==> config.mk <==
export PLATFORM = sky130hd
export DESIGN_NAME = tli4970_emulator
export DESIGN_NICKNAME = d
export VERILOG_FILES = /design/src/rtl/tli4970_pkg.sv /design/src/rtl/spi_input_sync.sv /design/src/rtl/tli4970_emulator.sv
export SDC_FILE = /design/constraint.sdc
export NUM_CORES = 1
export LEC_CHECK = 0
export ABC_AREA = 0
export ABC_CLOCK_PERIOD_IN_PS = 2060
export CORE_UTILIZATION = 50
export CTS_BUF_LIST = sky130_fd_sc_hd__clkbuf_4
export DETAILED_ROUTE_END_ITERATION = 16
export HOLD_SLACK_MARGIN = 0.1
export PLACE_DENSITY = 0.78
export SLEW_MARGIN = 10
export SYNTH_ARGS = -nofsm -noshare
export SYNTH_HDL_FRONTEND = slang
export SYNTH_HIERARCHICAL = 1
export SYNTH_SLANG_ARGS = --single-unit
export TNS_END_PERCENT = 50
==> constraint.sdc <==
create_clock -name clk -period 2.06 [get_ports clk]
set_input_delay 0.412 -clock clk [delete_from_list [all_inputs] [get_ports clk]]
set_output_delay 0.412 -clock clk [all_outputs]
set_load 0.03 [all_outputs]
==> src/rtl/tli4970_pkg.sv <==
// Shared constants, state encoding and frame builder for the TLI4970 sensor emulator.
package tli4970_pkg;

  localparam int FRAME_W    = 16;
  localparam int STATUS_BIT = 15;
  localparam int PARITY_BIT = 14;
  localparam int OCD_BIT    = 13;
  localparam int RAW_W      = 13;

  typedef enum logic [1:0] {
    IDLE  = 2'd0,
    SHIFT = 2'd1,
    DONE  = 2'd2
  } state_e;

  // Clamp to the 13-bit sensor range, add the offset, then fix bit 14 for even frame parity.
  function automatic logic [FRAME_W-1:0] build_frame(
    input logic                    is_status,
    input logic signed [15:0]      cur,
    input logic [RAW_W-1:0]        status_bits,
    input logic [RAW_W-1:0]        offset
  );
    logic signed [15:0]   clamped;
    logic                 ocd;
    logic [RAW_W-1:0]     raw;
    logic [FRAME_W-1:0]   f;
    clamped = cur;
    ocd     = 1'b0;
    if (cur > 16'sd4095) begin
      clamped = 16'sd4095;
      ocd     = 1'b1;
    end else if (cur < -16'sd4096) begin
      clamped = -16'sd4096;
      ocd     = 1'b1;
    end
    raw = clamped[RAW_W-1:0] + offset;
    f   = '0;
    if (is_status) begin
      f[STATUS_BIT]  = 1'b1;
      f[RAW_W-1:0]   = status_bits;
    end else begin
      f[OCD_BIT]     = ocd;
      f[RAW_W-1:0]   = raw;
    end
    f[PARITY_BIT] = ^{f[STATUS_BIT], f[OCD_BIT:0]};
    return f;
  endfunction

endpackage

==> src/rtl/spi_input_sync.sv <==
// Multi-stage synchroniser for an asynchronous SPI line plus rise/fall edge detection.
module spi_input_sync #(
  parameter int   STAGES  = 2,
  parameter logic RST_VAL = 1'b0
) (
  input  logic clk,
  input  logic rst_n,
  input  logic async_i,
  output logic level_o,
  output logic rise_o,
  output logic fall_o
);

  logic [STAGES-1:0] sync_q;
  logic              prev_q;

  always_ff @(posedge clk or negedge rst_n) begin
    if (!rst_n) begin
      sync_q <= {STAGES{RST_VAL}};
      prev_q <= RST_VAL;
    end else begin
      sync_q <= {sync_q[STAGES-2:0], async_i};
      prev_q <= sync_q[STAGES-1];
    end
  end

  assign level_o = sync_q[STAGES-1];
  assign rise_o  = sync_q[STAGES-1] & ~prev_q;
  assign fall_o  = ~sync_q[STAGES-1] & prev_q;

endmodule

==> src/rtl/tli4970_emulator.sv <==
// TLI4970 current-sensor emulator: SPI slave that shifts a 16-bit data or status frame out on MISO.
module tli4970_emulator
  import tli4970_pkg::*;
#(
  parameter int          SYNC_STAGES = 2,
  parameter int unsigned OFFSET      = 4096
) (
  input  logic               clk,
  input  logic               rst_n,
  input  logic signed [15:0] current_in,
  input  logic               current_valid,
  input  logic               status_req,
  input  logic [12:0]        status_bits,
  input  logic               spi_cs,
  input  logic               spi_clk,
  output logic               spi_miso,
  output logic               spi_miso_oe,
  output logic               frame_done,
  output logic               frame_aborted
);

  logic cs_level_unused, cs_rise_s, cs_fall_s;
  logic sclk_level_unused, sclk_rise_unused, sclk_fall_s;

  spi_input_sync #(.STAGES(SYNC_STAGES), .RST_VAL(1'b1)) u_cs_sync (
    .clk     (clk),
    .rst_n   (rst_n),
    .async_i (spi_cs),
    .level_o (cs_level_unused),
    .rise_o  (cs_rise_s),
    .fall_o  (cs_fall_s)
  );

  spi_input_sync #(.STAGES(SYNC_STAGES), .RST_VAL(1'b0)) u_clk_sync (
    .clk     (clk),
    .rst_n   (rst_n),
    .async_i (spi_clk),
    .level_o (sclk_level_unused),
    .rise_o  (sclk_rise_unused),
    .fall_o  (sclk_fall_s)
  );

  state_e               state_q;
  logic [FRAME_W-1:0]   frame_q;
  logic [3:0]           idx_q;
  logic signed [15:0]   hold_q;
  logic                 pend_q;
  logic                 miso_q, oe_q, done_q, abort_q;
  logic [FRAME_W-1:0]   frame_s;

  // Built from the pre-update hold value so a same-cycle current_valid goes to the next frame.
  assign frame_s = build_frame(pend_q, hold_q, status_bits, RAW_W'(OFFSET));

  // Frame sequencer with hold register, pending-status flag and registered SPI outputs.
  always_ff @(posedge clk or negedge rst_n) begin
    if (!rst_n) begin
      state_q <= IDLE;
      frame_q <= '0;
      idx_q   <= 4'd0;
      hold_q  <= 16'sd0;
      pend_q  <= 1'b0;
      miso_q  <= 1'b0;
      oe_q    <= 1'b0;
      done_q  <= 1'b0;
      abort_q <= 1'b0;
    end else begin
      done_q  <= 1'b0;
      abort_q <= 1'b0;
      if (current_valid) hold_q <= current_in;
      case (state_q)
        IDLE: begin
          if (cs_fall_s) begin
            frame_q <= frame_s;
            miso_q  <= frame_s[FRAME_W-1];
            idx_q   <= 4'd15;
            oe_q    <= 1'b1;
            pend_q  <= 1'b0;
            state_q <= SHIFT;
          end
        end
        SHIFT: begin
          if (cs_rise_s) begin
            abort_q <= 1'b1;
            miso_q  <= 1'b0;
            oe_q    <= 1'b0;
            state_q <= IDLE;
          end else if (sclk_fall_s) begin
            if (idx_q != 4'd0) begin
              idx_q  <= idx_q - 4'd1;
              miso_q <= frame_q[idx_q - 4'd1];
            end else begin
              miso_q  <= 1'b0;
              done_q  <= 1'b1;
              state_q <= DONE;
            end
          end
        end
        DONE: begin
          miso_q <= 1'b0;
          if (cs_rise_s) begin
            oe_q    <= 1'b0;
            state_q <= IDLE;
          end
        end
        default: begin
          miso_q  <= 1'b0;
          oe_q    <= 1'b0;
          state_q <= IDLE;
        end
      endcase
      // A request arriving with the frame-start edge survives the clear above.
      if (status_req) pend_q <= 1'b1;
    end
  end

  assign spi_miso      = miso_q;
  assign spi_miso_oe   = oe_q;
  assign frame_done    = done_q;
  assign frame_aborted = abort_q;

endmodule

==> flow_summary.toml, run 1 <==
[worst_setup_path]
crit_path_max_incr_delay_ns = 0.48
path_class = "reg2reg"
path_cells = "or3_1, mux2i_2, o21ai_1, a22oi_2, xnor3_1, o21ai_1"
critPathRequiredTime_ns = 2.37
crit_path_start_kind = "register"
end_kind = "register"
path_max_fanout = 8
cp_slowest_cell = "dfrtp_2"
cp_data_arrival_time_ns = 2.30
critPathMostFrequentCell = "o21ai_1"

[pwr]
p_comb_share_pct = 40.1
internal_power_w = 0.00219
p_leak_nw = 1.38
switching_power_w = 0.00112
clockPowerShare_pct = 17.5
swShare_pct = 33.7
total_power_w = 0.00331
power_frac_seq_pct = 42.4
p_per_area_mw_per_mm2 = 1050
vdd_drop_max_v = 0.000538

[final_layout]
diodes = 0
area_delta_synth_final_pct = 24.5
layout-drive-gt1-share_pct = 18.4
nets = 321
stdcell_area_mm2 = 0.00316
final_common_cell = "dfrtp_1"
fin_cells = 350
most-common-layout-cells = "45 x dfrtp_1, 37 x clkdlybuf4s50_1, 30 x a21oi_1"

[global_routing]
grt_pass1_wl_um = 8880
grt_max_degree = 34
first_global_vias = 1863
antenna_found_initial = 0
grt_overflow = 0
grt_usage_pct = 22.1

[drt]
drt_iter0_markers = 74
wl_per_cell_um = 14.2
ant_nets = 0
via_per_inst = 5.45
vias = 1908
drt_first_pass_iters = 4
drc = 0
routed_wl_um = 4980

[floorplan]
start_util_pct = 53.0
pin_count = 39
coreArea_mm2 = 0.00479
fp.dieH_um = 73.2
die_w_um = 73.2
die-area_mm2 = 0.00536
rows = 25

[cts]
cts.path.max_buffers = 2
htree_levels = 2
root_buffer = "clkbuf_4"
numClockSinks = 49
path_clk_slew_ns = 0.15
cts_tree = "built"
clk_latency_ns = 0.37
numCtsBuffers = 5

[placement]
dp_hpwl_um = 3740
gp_congestion = 0.821
dp_cells = 341
place_area_mm2 = 0.00306
numPortBuffers = 38

[sta]
setup_viol = 0
finalHoldViolations = 0
fin_skew_ns = 0.00675
rsz0062_at_grt = "false"
worstMarginPinSlew_ns = 0.554
min_period_ns = 1.99
relSlewSlack_pct = 63.1
fmax_mhz = 502
slew_violations = 0
final_min_period_over_clock_period_pct = 96.7

[flow_run]
cap_viol_max_count = 0

[synthesis]
syn_nets = 274
avgSynthCellArea_um2 = 10.8
synth_warnings = 6
netlist_instances = 235
syn_area_mm2 = 0.00253

[min_path]
hp-class = "reg2reg"

[run_status]
status = "complete, no violations"
## sequential cells by signal, summed over array words and instances (netlist names), 2 cells and up
name / flops
u_cs_sync/sync_q: 2
frame_q: 16
hold_q: 16
state_q: 2
u_clk_sync/sync_q: 2
idx_q: 4
## worst max-delay path: cells and delay by family (launching register included)
kind                      cells  cell delay (ns)
AOI/OAI and AO/OA             3             0.40
and+or+nand+nor               1             0.39
DFF                           1             0.48
muxes                         1             0.25
xor gates and xnor gates      1             0.42
## routing by layer
layer  global-route usage [%]  wire length (um)
met3                     4.28               144
met2                     36.7              2600
met4                     8.93               117
met1                     28.3              2120
met5                        0                 0
## metrics by stage
step | setup slack [ns] | hold WS, ns | setup TNS, ns | utilization, %
final | 0.0680 | 0.367 | 0 | 66.0
after floorplan | 0.0791 | 0.116 | 0 | -
after CTS | 0.0105 | 0.368 | 0 | 65.8
after global routing | 0.00321 | 0.371 | 0 | 66.0
after detailed placement | -0.0781 | 0.348 | -0.0781 | 63.8
after global placement | -0.0228 | 0.331 | -0.0228 | 63.8
## path summary, 6_finish.rpt
| check | start | end | slack [ns] | cells past startpoint |
|---|---|---|---|---|
| worst max register to register | hold_q[13] | frame_q[14] | 0.07 | 6 |
| worst min register to register | u_cs_sync/sync_q[0] | u_cs_sync/sync_q[1] | 0.37 | 0 |
| worst max-delay path | hold_q[13] | frame_q[14] | 0.07 | 6 |
| max in group asynchronous | rst_n | hold_q[13] | 1.06 | 3 |
| worst min-delay path | u_cs_sync/sync_q[0] | u_cs_sync/sync_q[1] | 0.37 | 0 |
| min in group asynchronous | rst_n | idx_q[2] | 0.49 | 2 |
## cell type report
class                      instances  area [um2]
fill                             389        1630
multi-input combinational        168        1240
sequential                        49        1230
timing repair buffer              49         485
tap                               67        83.8
clock inverter                     3        46.3
clock buffer                       5        37.5
inverter                           9        33.8
## power by group through the flow
| stage | combinational, W | clock [W] | sequential [W] |
|---|---|---|---|
| after floorplan | 0.000947 | 0 | 0.00140 |
| after global placement | 0.00128 | 0 | 0.00141 |
| after detailed placement | 0.00132 | 0 | 0.00143 |
| after CTS | 0.00133 | 0.000594 | 0.00141 |
| after global routing | 0.00149 | 0.000636 | 0.00144 |
| final | 0.00133 | 0.000579 | 0.00140 |
## repair_timing
| item | in CTS | in global routing |
|---|---|---|
| hold buffers | 1 | 0 |
| resized for setup | 0 | 3 |
| setup endpoints to repair | 0 | 2 |
| endpoints found under the hold margin | 13 | 0 |
| setup buffers | 0 | 0 |
No activity file was read; power rests on OpenSTA's default activity.
==> run 2: changes to the inputs <==
Settings changed: CTS_CLUSTER_SIZE set to 8, TNS_END_PERCENT 50 to 10.
==> results of run 2 <==
Final layout, timing and power as in run 1 (identical DEF).
==> run 3: changes to the inputs <==
Settings changed: ABC_CLOCK_PERIOD_IN_PS 2060 to 2600, CORE_UTILIZATION 50 to 51, PLACE_DENSITY 0.78 to 0.76.
Clock period 2.06 ns to 2.6 ns, I/O delays scaled along.
==> run 3 against run 2 <==
Compared with the run above: sequential power decreased by 21%; highest routed layer unchanged; die area decreased by 1.9%; via count decreased by 3.0%; sequential share of layout area increased by 0.81 points; hold slack got worse by 0.016 ns; fmax decreased by 6.2%.
==> flow_summary.toml, run 3 (synthesis gave the netlist of run 1 again) <==
[sta]
worstMarginPinSlew_ns = 0.754
final_min_period_over_clock_period_pct = 81.7
setup_viol = 0
slew_violations = 0
hold_ws_ns = 0.351
rsz0062_at_grt = "false"
setup_tns_ns = 0
finalHoldViolations = 0
relSlewSlack_pct = 49.8
fin_skew_ns = 0.0132
min_period_ns = 2.12
fmax_mhz = 471

[global_routing]
antenna_found_initial = 0
grt_usage_pct = 21.3
first_global_vias = 1787
grt_max_degree = 21
grt_overflow = 0
grt_pass1_wl_um = 8420

[floorplan]
die_w_um = 72.5
fp.dieH_um = 72.5
rows = 25
start_util_pct = 53.3
die-area_mm2 = 0.00526
coreArea_mm2 = 0.00475
pin_count = 39

[pwr]
clockPowerShare_pct = 17.3
swShare_pct = 33.8
switching_power_w = 0.000871
p_leak_nw = 1.36
internal_power_w = 0.00171
power_frac_seq_pct = 43.2
p_per_area_mw_per_mm2 = 835
total_power_w = 0.00258
vdd_drop_max_v = 0.000368
p_comb_share_pct = 39.5

[flow_run]
cap_viol_max_count = 0

[drt]
drc = 0
drt_first_pass_iters = 4
vias = 1851
routed_wl_um = 4890
drt_iter0_markers = 64
wl_per_cell_um = 14.1
via_per_inst = 5.35
ant_nets = 0

[cts]
post_cts_buffers = 0
root_buffer = "clkbuf_4"
cts-resized-gates = 0
cts_tree = "built"
htree_levels = 2
numCtsBuffers = 5
numClockSinks = 49
cts.path.max_buffers = 2
hold_buffers = 1
clk_latency_ns = 0.38
path_clk_slew_ns = 0.15

[final_layout]
most-common-layout-cells = "46 x dfrtp_1, 37 x clkdlybuf4s50_1, 30 x a21oi_1"
nets = 317
area_delta_synth_final_pct = 21.9
diodes = 0
final_common_cell = "dfrtp_1"
layout-drive-gt1-share_pct = 15.8
top_regs = "frame_q: 16 flops, hold_q: 16 flops, idx_q: 4 flops"

[worst_setup_path]
path_max_fanout = 11
critPathRequiredTime_ns = 2.91
cp_data_arrival_time_ns = 2.43
path_class = "reg2reg"
end_kind = "register"
crit_path_start_kind = "register"

[min_path]
hp-class = "reg2reg"

[placement]
gp_congestion = 0.774
dp_hpwl_um = 3820
numPortBuffers = 38

[run_status]
status = "complete, no violations"
## run 3: cell types whose count changed in the layout (fill, tap and decap cells not counted), sizes merged
| cell | change |
|---|---|
| buf | -4 |
## run 3: per-layer routing
layer	track usage (%)	up-vias	wire length, um
li1	-	917	-
met2	36.2	42	2460
met1	27.1	886	2190
met4	7.19	0	71
met5	0	-	0
met3	4.58	6	171
## run 3: critical path, cell delays in order, from the launching register on
cell and delay, ns:
dfrtp_1 0.49, nand3_1 0.13, a21oi_1 0.63, a22oi_4 0.11, xnor3_1 0.38, xnor3_1 0.18, o21ai_1 0.14
## run 3: per-stage QoR
step	utilization, %	cells	setup slack, ns	area (um2)
3_3_place_gp	63.1	337	0.415	3000
4_1_cts	65.0	346	0.499	3090
3_5_place_dp	63.1	337	0.359	3000
5_1_grt	65.0	346	0.275	3090
6_report	65.0	346	0.476	3090
2_1_floorplan	-	235	0.619	2530
## run 3: cell type report
cell class	instances	area [um2]
Fill cell	417	1670
Multi-Input combinational cell	168	1230
Sequential cell	49	1230
Timing Repair Buffer	45	430
Tap cell	67	83.8
Clock inverter	3	41.3
Clock buffer	5	37.5
Inverter	9	33.8
## run 3: worst paths after layout
check | start | to | slack (ns) | depth (start not counted)
setup / recovery | hold_q[14] | frame_q[14] | 0.48 | 6
hold / removal | u_cs_sync/sync_q[0] | u_cs_sync/sync_q[1] | 0.35 | 0
hold reg to reg | u_cs_sync/sync_q[0] | u_cs_sync/sync_q[1] | 0.35 | 0
setup reg to reg | hold_q[14] | frame_q[14] | 0.48 | 6
min in group asynchronous | rst_n | frame_q[7] | 0.59 | 2
max in group asynchronous | rst_n | u_cs_sync/sync_q[0] | 1.38 | 3
## run 3: power groups by stage
stage / sequential, W / clock [W] / combinational (W)
3_3_place_gp: 0.00111 / 0 / 0.000995
2_1_floorplan: 0.00111 / 0 / 0.000750
5_1_grt: 0.00114 / 0.000490 / 0.00114
4_1_cts: 0.00112 / 0.000457 / 0.00103
6_report: 0.00111 / 0.000445 / 0.00102
3_5_place_dp: 0.00113 / 0 / 0.00102
